===== src/rtl/piso_register.sv =====
// ---------------------------------------------------------------------------
// piso_register
//
// Parallel-in / serial-out shift register with a valid/ready serial side.
// A word is captured from d when ld is high while idle. Its bits are then
// presented one per beat on sout. A beat completes on each rising edge where
// sout_valid and sout_ready are both high.
//
// Parameters
//   WIDTH     : parallel word width in bits (2..32)
//   MSB_FIRST : 1 = bit WIDTH-1 goes out first, 0 = bit 0 goes out first
//
// Optional feature (compile-time macro PISO_PARITY_EN)
//   When defined, one extra beat follows the data beats. It carries the even
//   parity (XOR) of the captured word, and last is asserted on that beat only.
//   When undefined, every word is exactly WIDTH beats.
//
// Ports
//   clk        in   clock; all state changes on its rising edge
//   rst        in   asynchronous, active-high reset
//   ld         in   capture d and start a word (honoured only when idle)
//   d          in   parallel data word, WIDTH bits
//   sout_ready in   consumer accepts the current serial bit
//   sout       out  current serial bit (0 when idle)
//   sout_valid out  sout holds a valid bit
//   last       out  current beat is the final beat of the word
//   busy       out  a word is in flight; ld is ignored
// ---------------------------------------------------------------------------
module piso_register #(
  parameter int WIDTH     = 8,
  parameter int MSB_FIRST = 1
) (
  input  logic             clk,
  input  logic             rst,
  input  logic             ld,
  input  logic [WIDTH-1:0] d,
  input  logic             sout_ready,
  output logic             sout,
  output logic             sout_valid,
  output logic             last,
  output logic             busy
);

  localparam int             CW         = $clog2(WIDTH + 1);
  localparam logic [CW-1:0]  FINAL_BEAT = CW'(WIDTH - 1);
  localparam logic [CW-1:0]  CNT_ONE    = CW'(1);

  typedef enum logic [1:0] {
    IDLE   = 2'd0,
`ifdef PISO_PARITY_EN
    SHIFT  = 2'd1,
    PARITY = 2'd2
`else
    SHIFT  = 2'd1
`endif
  } state_t;

  state_t           state, state_nxt;
  logic [WIDTH-1:0] sreg, sreg_nxt;
  logic [CW-1:0]    cnt, cnt_nxt;
`ifdef PISO_PARITY_EN
  logic             par, par_nxt;
`endif

  // Bit currently at the output end of the shift register.
  function automatic logic head_bit(input logic [WIDTH-1:0] word);
    if (MSB_FIRST != 0) return word[WIDTH-1];
    else                return word[0];
  endfunction

  // Advance the shift register by one beat. Zeros fill in behind, so the
  // register is empty again once a whole word has been sent.
  function automatic logic [WIDTH-1:0] shift_once(input logic [WIDTH-1:0] word);
    if (MSB_FIRST != 0) return {word[WIDTH-2:0], 1'b0};
    else                return {1'b0, word[WIDTH-1:1]};
  endfunction

`ifdef PISO_PARITY_EN
  function automatic logic even_parity(input logic [WIDTH-1:0] word);
    return ^word;
  endfunction
`endif

  // State register: capture stage for control and data
  always_ff @(posedge clk or posedge rst) begin
    if (rst) begin
      state <= IDLE;
      sreg  <= '0;
      cnt   <= '0;
`ifdef PISO_PARITY_EN
      par   <= 1'b0;
`endif
    end else begin
      state <= state_nxt;
      sreg  <= sreg_nxt;
      cnt   <= cnt_nxt;
`ifdef PISO_PARITY_EN
      par   <= par_nxt;
`endif
    end
  end

  // Next-state and datapath update
  always_comb begin
    state_nxt = state;
    sreg_nxt  = sreg;
    cnt_nxt   = cnt;
`ifdef PISO_PARITY_EN
    par_nxt   = par;
`endif
    case (state)
      IDLE: begin
        if (ld) begin
          sreg_nxt  = d;
          cnt_nxt   = '0;
          state_nxt = SHIFT;
`ifdef PISO_PARITY_EN
          // Parity comes from the captured word, so later d changes cannot
          // affect it.
          par_nxt   = even_parity(d);
`endif
        end
      end
      SHIFT: begin
        // sout_valid is always high here, so a ready edge is an accepted beat.
        // ld is not looked at, which also covers ld on the final beat.
        if (sout_ready) begin
          sreg_nxt = shift_once(sreg);
          if (cnt == FINAL_BEAT) begin
`ifdef PISO_PARITY_EN
            cnt_nxt   = cnt + CNT_ONE;  // reaches WIDTH, its upper bound
            state_nxt = PARITY;
`else
            cnt_nxt   = '0;
            state_nxt = IDLE;
`endif
          end else begin
            cnt_nxt = cnt + CNT_ONE;
          end
        end
      end
`ifdef PISO_PARITY_EN
      PARITY: begin
        if (sout_ready) begin
          cnt_nxt   = '0;
          state_nxt = IDLE;
        end
      end
`endif
      default: begin
        state_nxt = IDLE;
        sreg_nxt  = '0;
        cnt_nxt   = '0;
      end
    endcase
  end

  // Output decode: driven purely from registered state, so reset clears the
  // outputs immediately without waiting for a clock edge.
  always_comb begin
    sout       = 1'b0;
    sout_valid = 1'b0;
    last       = 1'b0;
    busy       = 1'b0;
    case (state)
      SHIFT: begin
        sout       = head_bit(sreg);
        sout_valid = 1'b1;
        busy       = 1'b1;
`ifdef PISO_PARITY_EN
        last       = 1'b0;
`else
        last       = (cnt == FINAL_BEAT);
`endif
      end
`ifdef PISO_PARITY_EN
      PARITY: begin
        sout       = par;
        sout_valid = 1'b1;
        busy       = 1'b1;
        last       = 1'b1;
      end
`endif
      default: begin
        sout       = 1'b0;
        sout_valid = 1'b0;
        last       = 1'b0;
        busy       = 1'b0;
      end
    endcase
  end

endmodule

===== config.mk =====
export PLATFORM = sky130hd
export DESIGN_NAME = piso_register
export DESIGN_NICKNAME = d
export VERILOG_FILES = /design/src/rtl/piso_register.sv
export SDC_FILE = /design/constraint.sdc
export NUM_CORES = 1
export LEC_CHECK = 0
export BUFFER_PORTS_ARGS = -buffer_cell sky130_fd_sc_hd__buf_2
export CAP_MARGIN = 10
export CORE_AREA = 4 4 41 43
export CTS_BUF_LIST = sky130_fd_sc_hd__clkbuf_2 sky130_fd_sc_hd__clkbuf_4 sky130_fd_sc_hd__clkbuf_8
export DETAILED_ROUTE_END_ITERATION = 6
export DIE_AREA = 0 0 45 47
export PLACE_DENSITY_LB_ADDON = 0.3
export SETUP_SLACK_MARGIN = 0.15
export SLEW_MARGIN = 15
export SYNTH_ARGS = -nofsm -noshare
export SYNTH_HDL_FRONTEND = slang
export SYNTH_SLANG_ARGS = --single-unit

===== constraint.sdc =====
create_clock -name clk -period 1.9 [get_ports clk]
set_input_delay 0.19 -clock clk [delete_from_list [all_inputs] [get_ports clk]]
set_output_delay 0.19 -clock clk [all_outputs]
set_load 0.01 [all_outputs]

Word level (Yosys, flattened, before mapping)
Index checks and enable logic that the tools add are counted.
Word-level totals
  bits in registers: 14
  output and inout port bits: 4
  logic and storage cells: 26
Cells by class
  add/sub/neg operators: 1
  eq/ne operators: 5
  muxes and demuxes: 14
  reduce and logical (&&, ||, !) cells: 3
Operator list (count)
  8-bit two-way mux: 2
  8-bit case mux with 2 select lines: 1
  4-bit two-way mux: 3
  4-bit case mux with 2 select lines: 1
  2-bit two-way mux: 3
  2-bit != test (second input constant): 3
  4-bit by 1-bit adder with 4-bit output (second input constant): 1
  4-bit by 3-bit equality test with 1-bit output (second input constant): 1
  2-bit case mux with 2 select lines: 1
  1-bit two-way mux: 3
  3-bit AND reduction: 1
  2-bit by 1-bit equality test with 1-bit output (second input constant): 1
  2-bit zero test: 1
  2-bit AND reduction: 1

Longest topological paths before layout
Gate-level depths: netlist (run 1).
  depth in word-level cells: 4
  gate-level depth with buffers: 4

Worst setup path before layout (run 1)
Ideal clock, no wire load.
  path type: register -> register
  start point: register state[0]
  end point: register cnt[3]
  library setup time: 0.083 ns
  arrival: 1.130 ns
  setup slack: 0.687 ns
  stages on the path, launching flop included: 5
  path buffers: 1
  clock period less this slack: 1.213 ns
  cell sequence: dfrtp_1 -> buf_6 -> inv_2 -> or4_1 -> o21ai_0
On the way
  word-level cells in the longest chain between the ends: 3
Ends and longest elaborated chain
  from (decl): line 58  | state_t state, state_nxt;
  from (signal assigned): line 94  | state <= state_nxt;
  2-bit by 1-bit equality test with 1-bit output or 2-bit zero test (tied branches): line 111  | case (state)
  2-bit != test (no line)
  2-bit AND reduction (no line)
  to (signal assigned): line 96  | cnt <= cnt_nxt;
  to (decl): line 60  | logic [CW-1:0] cnt, cnt_nxt;
Parallel ways exist; a longest one is shown, timed or not.
A chain may end at the register's enable or synchronous reset.

Final worst setup path (run 1)
  start point: register cnt[0]
  end point: output port last
On the way
  word-level cells in the longest chain between the ends: 2
Ends and longest elaborated chain
  4-bit by 3-bit equality test with 1-bit output: line 173  | last = (cnt == FINAL_BEAT);
  1-bit two-way mux: line 165  | case (state)
  to (decl): line 40  | output logic last,
Every way passes these cells.

==> flow_summary.json, run 1 <==
{
  "status": "complete, no violations",
  "synth_nets": 83,
  "r2r-start": "state[0]$_DFFE_PP0P_",
  "fin_crit_sh_pct": 87.3,
  "nets": 100,
  "final_cells": 101,
  "hold_violations": 0,
  "pre_cts_ws_ns": 0.601,
  "globalRouteOverflowTotal": 0,
  "worst_slack_ns": 0.241,
  "synthTopCellsByArea": "dfrtp_1 (48%), mux2i_1 (7.4%), a21oi_1 (5.2%)",
  "drive_gt1_share_pct": 24.4,
  "final_cell_mix": "buf_2 (15), dfrtp_1 (13), a21oi_1 (7)",
  "finalSetupTns_ns": 0,
  "critPathCaptureType": "output pin",
  "ff2ff_setup_slack_ns": 0.58,
  "crit_fanout": 4,
  "cts-buffers-inserted": 3,
  "placed_area_um2": 743,
  "clkSinkCount": 13,
  "pwr_density_cell_nw_per_um2": 1260,
  "die-area_um2": 2120,
  "finalSetupViolations": 0,
  "clk_pin_slew_ns": 0.08,
  "diodes": 0,
  "area_growth_syn_to_layout_pct": 15.9,
  "startpoint": "cnt[0]$_DFFE_PP0P_",
  "slew_viol_final": 0,
  "relSlewSlack_pct": 67.4,
  "min-delay-start": "d[0]",
  "grt_max_degree": 14,
  "grtUsageTotal_pct": 16.0,
  "boundaryPins": 16,
  "final_common_cell": "buf_2",
  "yosysTopAreaCell": "dfrtp_1",
  "dp_cells": 96,
  "core_area_um2": 1300,
  "avgSynthCellArea_um2": 9.65,
  "crit_end": "last",
  "detail-route-antenna-nets": 0,
  "synth_cell_types": 25,
  "route.vias.total": 565,
  "finClkSkew_ns": 0.00209,
  "ys_seq_area_share_pct": 48.1,
  "min_path_type": "input pin to flop",
  "leakagePower_nw": 0.381,
  "crit_type": "flop to output pin",
  "cts_root_buffer": "clkbuf_4",
  "clockBufferDepth": 2,
  "first_iter_violations": 3,
  "die_w_um": 45,
  "wl_per_cell_um": 13.5,
  "yosysWarningCount": 0,
  "reg2reg_depth": 3,
  "place.gp.congestion": 0.762,
  "final_area_um2": 783,
  "yosysTopAreaCellShare_pct": 48.1,
  "rows": 13,
  "vias_per_cell": 5.59,
  "post-route-drc-count": 0,
  "routed_wl_um": 1360,
  "htree_num_levels": 1,
  "hpwlAfterDp_um": 938,
  "fillers": 129,
  "antenna_found_initial": 0,
  "critPathArrivalTime_ns": 1.47,
  "firstDrtPassIters": 3,
  "rsz0062_at_grt": "no",
  "die_h_um": 47,
  "drv_cap": 0,
  "grt_pass1_vias": 554,
  "fmax_mhz": 603,
  "tightest_slew_ns": 0.489,
  "port_buffers": 15,
  "grt_pass1_wl_um": 2330,
  "insertion_delay_ns": 0.28,
  "period_minus_slack_ns": 1.66,
  "vdd_ir_drop_max_uv": 662,
  "synth-seq-cells": 13,
  "syn-cell-area_um2": 676,
  "cts_tree": "built",
  "start_util_pct": 51.9,
  "reg2reg_to": "cnt[3]$_DFFE_PP0P_",
  "critical_path_required_ns": 1.71,
  "synthCells": 70,
  "cp-start-kind": "flop"
}
[kinds of logic after synthesis]
group,after synthesis,synth area share (%)
compound gates,22,19.6
fa+ha+maj,1,1.85
mux,5,7.41
buf+inv,11,8.33
flops,13,48.1
simple gates,18,14.6
[per-stage QoR]
step / total power [W] / hold slack, ns / utilization, %
floorplan: 0.000716 / 0.0670 / -
finish: 0.000990 / 0.160 / 60.2
global placement: 0.000785 / 0.246 / 57.1
detailed placement: 0.000800 / 0.240 / 57.1
global route: 0.00107 / 0.164 / 60.2
CTS: 0.000994 / 0.160 / 60.2
[sequential cells by signal (all words and copies together) (netlist names)]
name   cells
state      1
cnt        4
sreg       8
[cell type report]
type                    count  area, µm²  area share [%]
inverters                   6       22.5            2.88
multi-input cells          46        294            37.5
well taps                  15       18.8            2.40
flip-flops and latches     13        325            41.5
repair buffers             17       92.6            11.8
clock buffers               4       30.0            3.83
[cell usage after synthesis]
cell      number
and2_1         2
a211oi_1       3
o31ai_1        1
a21boi_0       1
dfrtp_1       13
nand2b_1       1
buf_6          1
nor2b_1        4
inv_1          5
nand2_1        3
mux2i_1        5
a21oi_1        7
a32o_1         1
and3_1         1
nor2_1         1
ha_1           1
buf_4          1
o22ai_1        3
o21ai_0        5
buf_2          3
or4_1          1
inv_2          1
a31oi_1        1
nand3_1        4
nand4_1        1
[critical path, cell delays in order (launching register included)]
cell and delay (ns):
dfrtp_1 0.42, ha_1 0.25, and3_1 0.22, and2_1 0.17, buf_2 0.14
[routing by layer]
layer | routed length [µm] | up-vias | track usage, %
li1 | - | 281 | -
met5 | 0 | - | 0
met2 | 610 | 17 | 24.6
met4 | 27 | 0 | 12.3
met3 | 89 | 4 | 4.98
met1 | 637 | 263 | 18.7
[power by group]
group          switching [W]  internal, W  leakage [nW]
Sequential         0.0000922     0.000388         0.152
Combinational       0.000161     0.000160         0.210
Clock              0.0000925    0.0000958        0.0184
[repair_timing]
| item | CTS | global route |
|---|---|---|
| hold buffers | 1 | 0 |
| hold endpoints to repair | 13 | 0 |
| resized for setup | 0 | 0 |
| buffers inserted | 0 | 0 |
[worst min path at each step]
stage,to,cells past startpoint,slack (ns)
floorplan,cnt[0]$_DFFE_PP0P_,1,0.07
global placement,sreg[5]$_DFFE_PP0P_,2,0.25
detailed placement,sreg[5]$_DFFE_PP0P_,2,0.24
CTS,sreg[0]$_DFFE_PP0P_,2,0.16
global route,sreg[4]$_DFFE_PP0P_,3,0.16
finish,sreg[0]$_DFFE_PP0P_,2,0.16
No activity file was read; power rests on OpenSTA's default activity.
==> inputs of run 2 (changes only) <==
--- a/config.mk
+++ b/config.mk
@@ -5,6 +5,7 @@
 export SDC_FILE = /design/constraint.sdc
 export NUM_CORES = 1
 export LEC_CHECK = 0
+export ABC_AREA = 1
 export BUFFER_PORTS_ARGS = -buffer_cell sky130_fd_sc_hd__buf_2
 export CAP_MARGIN = 10
 export CORE_AREA = 4 4 41 43
==> flow_summary.json, run 2 <==
{
  "status": "complete, no violations",
  "startpoint": "state[0]$_DFFE_PP0P_",
  "period_minus_slack_ns": 1.61,
  "drv_cap": 0,
  "post-route-drc-count": 0,
  "die-area_um2": 2120,
  "yosysMostFrequentCell": "nand2_1",
  "min-delay-start": "sout_ready",
  "fin_crit_sh_pct": 84.7,
  "area_growth_syn_to_layout_pct": 16.4,
  "firstDrtPassIters": 4,
  "crit_fanout": 16,
  "whs_ns": 0.145,
  "wl_per_cell_um": 11.1,
  "cts_tree": "built",
  "nets": 113,
  "htree_num_levels": 1,
  "grtUsageTotal_pct": 15.3,
  "yosysTopAreaCell": "dfrtp_1",
  "pre_cts_ws_ns": 0.494,
  "synthCells": 82,
  "rows": 13,
  "detail-route-antenna-nets": 0,
  "clkSinkCount": 13,
  "final_common_cell": "nand2_1",
  "rsz0062_at_grt": "no",
  "tightest_slew_ns": 0.486,
  "synth_nets": 95,
  "worst_slack_ns": 0.291,
  "critPathSlowestCell": "dfrtp_1",
  "yosysTopAreaCellShare_pct": 48.5,
  "grt_max_degree": 19,
  "synth_commonest_cells": "nand2_1 (23), dfrtp_1 (13), inv_1 (10)",
  "vias_per_cell": 5.00,
  "final_cells": 114,
  "finClkSkew_ns": 0.00214,
  "boundaryPins": 16,
  "synthTopCellsByArea": "dfrtp_1 (49%), nand2_1 (13%), nand3_1 (6.0%)",
  "largest_register_ff_count": 8,
  "grt_pass1_wl_um": 2270,
  "cp-start-kind": "flop",
  "finalSetupTns_ns": 0,
  "finalSetupViolations": 0,
  "cts_resized": 0,
  "start_util_pct": 51.5,
  "total_power_w": 0.00101,
  "ys_seq_area_share_pct": 48.5,
  "leakagePower_nw": 0.410,
  "cts-buffers-inserted": 3,
  "avgSynthCellArea_um2": 8.18,
  "crit_type": "flop to output pin",
  "largest-register": "sreg",
  "die_h_um": 47,
  "synthArstFlopShare_pct": 100,
  "relSlewSlack_pct": 67.6,
  "core_area_um2": 1300,
  "insertion_delay_ns": 0.28,
  "globalRouteOverflowTotal": 0,
  "cp_cell_sequence": "inv_2 > nor2_1 > buf_2",
  "die_w_um": 45,
  "critPathCaptureType": "output pin",
  "synth-seq-cells": 13,
  "final_cell_mix": "nand2_1 (23), buf_2 (15), dfrtp_1 (13)",
  "place.gp.congestion": 0.746,
  "ys.flop_type": "dfrtp_1",
  "fmax_mhz": 622,
  "diodes": 0,
  "hold_violations": 0,
  "slew_viol_final": 0,
  "routed_wl_um": 1260,
  "synth_enable_flop_cells": 0,
  "top_regs": "sreg x8, cnt x4, state x1",
  "pwr_density_cell_nw_per_um2": 1290,
  "critPathArrivalTime_ns": 1.42,
  "dp_cells": 109,
  "max_stage_delay_ns": 0.63,
  "min_path_type": "input pin to flop",
  "grt_pass1_vias": 530,
  "vdd_ir_drop_max_uv": 661,
  "drive_gt1_share_pct": 24.2,
  "route.vias.total": 570,
  "critical_path_required_ns": 1.71,
  "synth_cell_types": 21,
  "cts_root_buffer": "clkbuf_4",
  "port_buffers": 15,
  "yosysWarningCount": 0,
  "r2r-start": "state[0]$_DFFE_PP0P_",
  "first_iter_violations": 15,
  "syn-cell-area_um2": 671,
  "antenna_found_initial": 0,
  "hpwlAfterDp_um": 957,
  "clk_pin_slew_ns": 0.08,
  "clockBufferDepth": 2
}
run 2: cell types whose count changed after synthesis, sizes merged, moves of 4 or more:
cell / before / now
nand3: 4 / 9
mux2i: 5 / 0
a21oi: 7 / 0
nor2b: 4 / 0
o21a: 0 / 5
nand2: 3 / 25
inv: 6 / 11
run 2: routing by layer:
metal  routed length, µm  up-vias  GRT usage (%)
met5                   0        -              0
met3                  74        5           2.30
li1                    -      295              -
met4                  37        0           12.3
met1                 557      250           19.6
met2                 592       20           22.9
run 2: cells by family (layout without fill, tap and decap cells):
group	count (synthesis)	in the layout	synth area share (%)
adder cells (fa/ha/maj)	1	1	1.87
buffers and inverters	14	31	9.70
AO/OA/AOI/OAI	13	13	12.1
flip-flops	13	13	48.5
AND/OR/NAND/NOR	41	41	27.8
run 2: power breakdown:
part / total (W) / switching [W] / leakage (nW) / internal [W]
Clock: 0.000187 / 0.0000909 / 0.0184 / 0.0000959
Combinational: 0.000344 / 0.000195 / 0.234 / 0.000149
Sequential: 0.000478 / 0.0000849 / 0.157 / 0.000393
Total: 0.00101 / 0.000371 / 0.410 / 0.000638
run 2: worst max-delay path, delay by kind of cell, from the launching register on:
family,cells,cell delay (ns)
buf+inv,2,0.32
flops,1,0.63
simple gates,1,0.18
run 2: repair_timing:
action,CTS,global route
endpoints found under the hold margin,13,0
hold buffers,1,0
setup buffers,0,0
run 2: worst paths after layout:
| check | to | slack, ns | cells past startpoint |
|---|---|---|---|
| setup / recovery | last | 0.29 | 3 |
| hold / removal | state[0]$_DFFE_PP0P_ | 0.14 | 2 |
| setup reg to reg | sreg[7]$_DFFE_PP0P_ | 0.49 | 5 |
| hold reg to reg | sreg[0]$_DFFE_PP0P_ | 0.48 | 2 |
| max in group asynchronous | sreg[6]$_DFFE_PP0P_ | 1.11 | 3 |
| min in group asynchronous | sreg[5]$_DFFE_PP0P_ | 0.46 | 3 |
run 2: metrics by stage:
step | cell area (µm²) | utilization, %
after CTS | 781 | 60.0
after global placement | 741 | 56.9
after floorplan | 671 | -
after global routing | 781 | 60.0
final | 781 | 60.0
after detailed placement | 741 | 56.9
run 2: final cells by class:
cell class | instances | area, µm²
Fill cell | 121 | 520
Multi-Input combinational cell | 55 | 280
Clock buffer | 4 | 30.0
Inverter | 11 | 41.3
Sequential cell | 13 | 325
Timing Repair Buffer | 16 | 85.1
Tap cell | 15 | 18.8
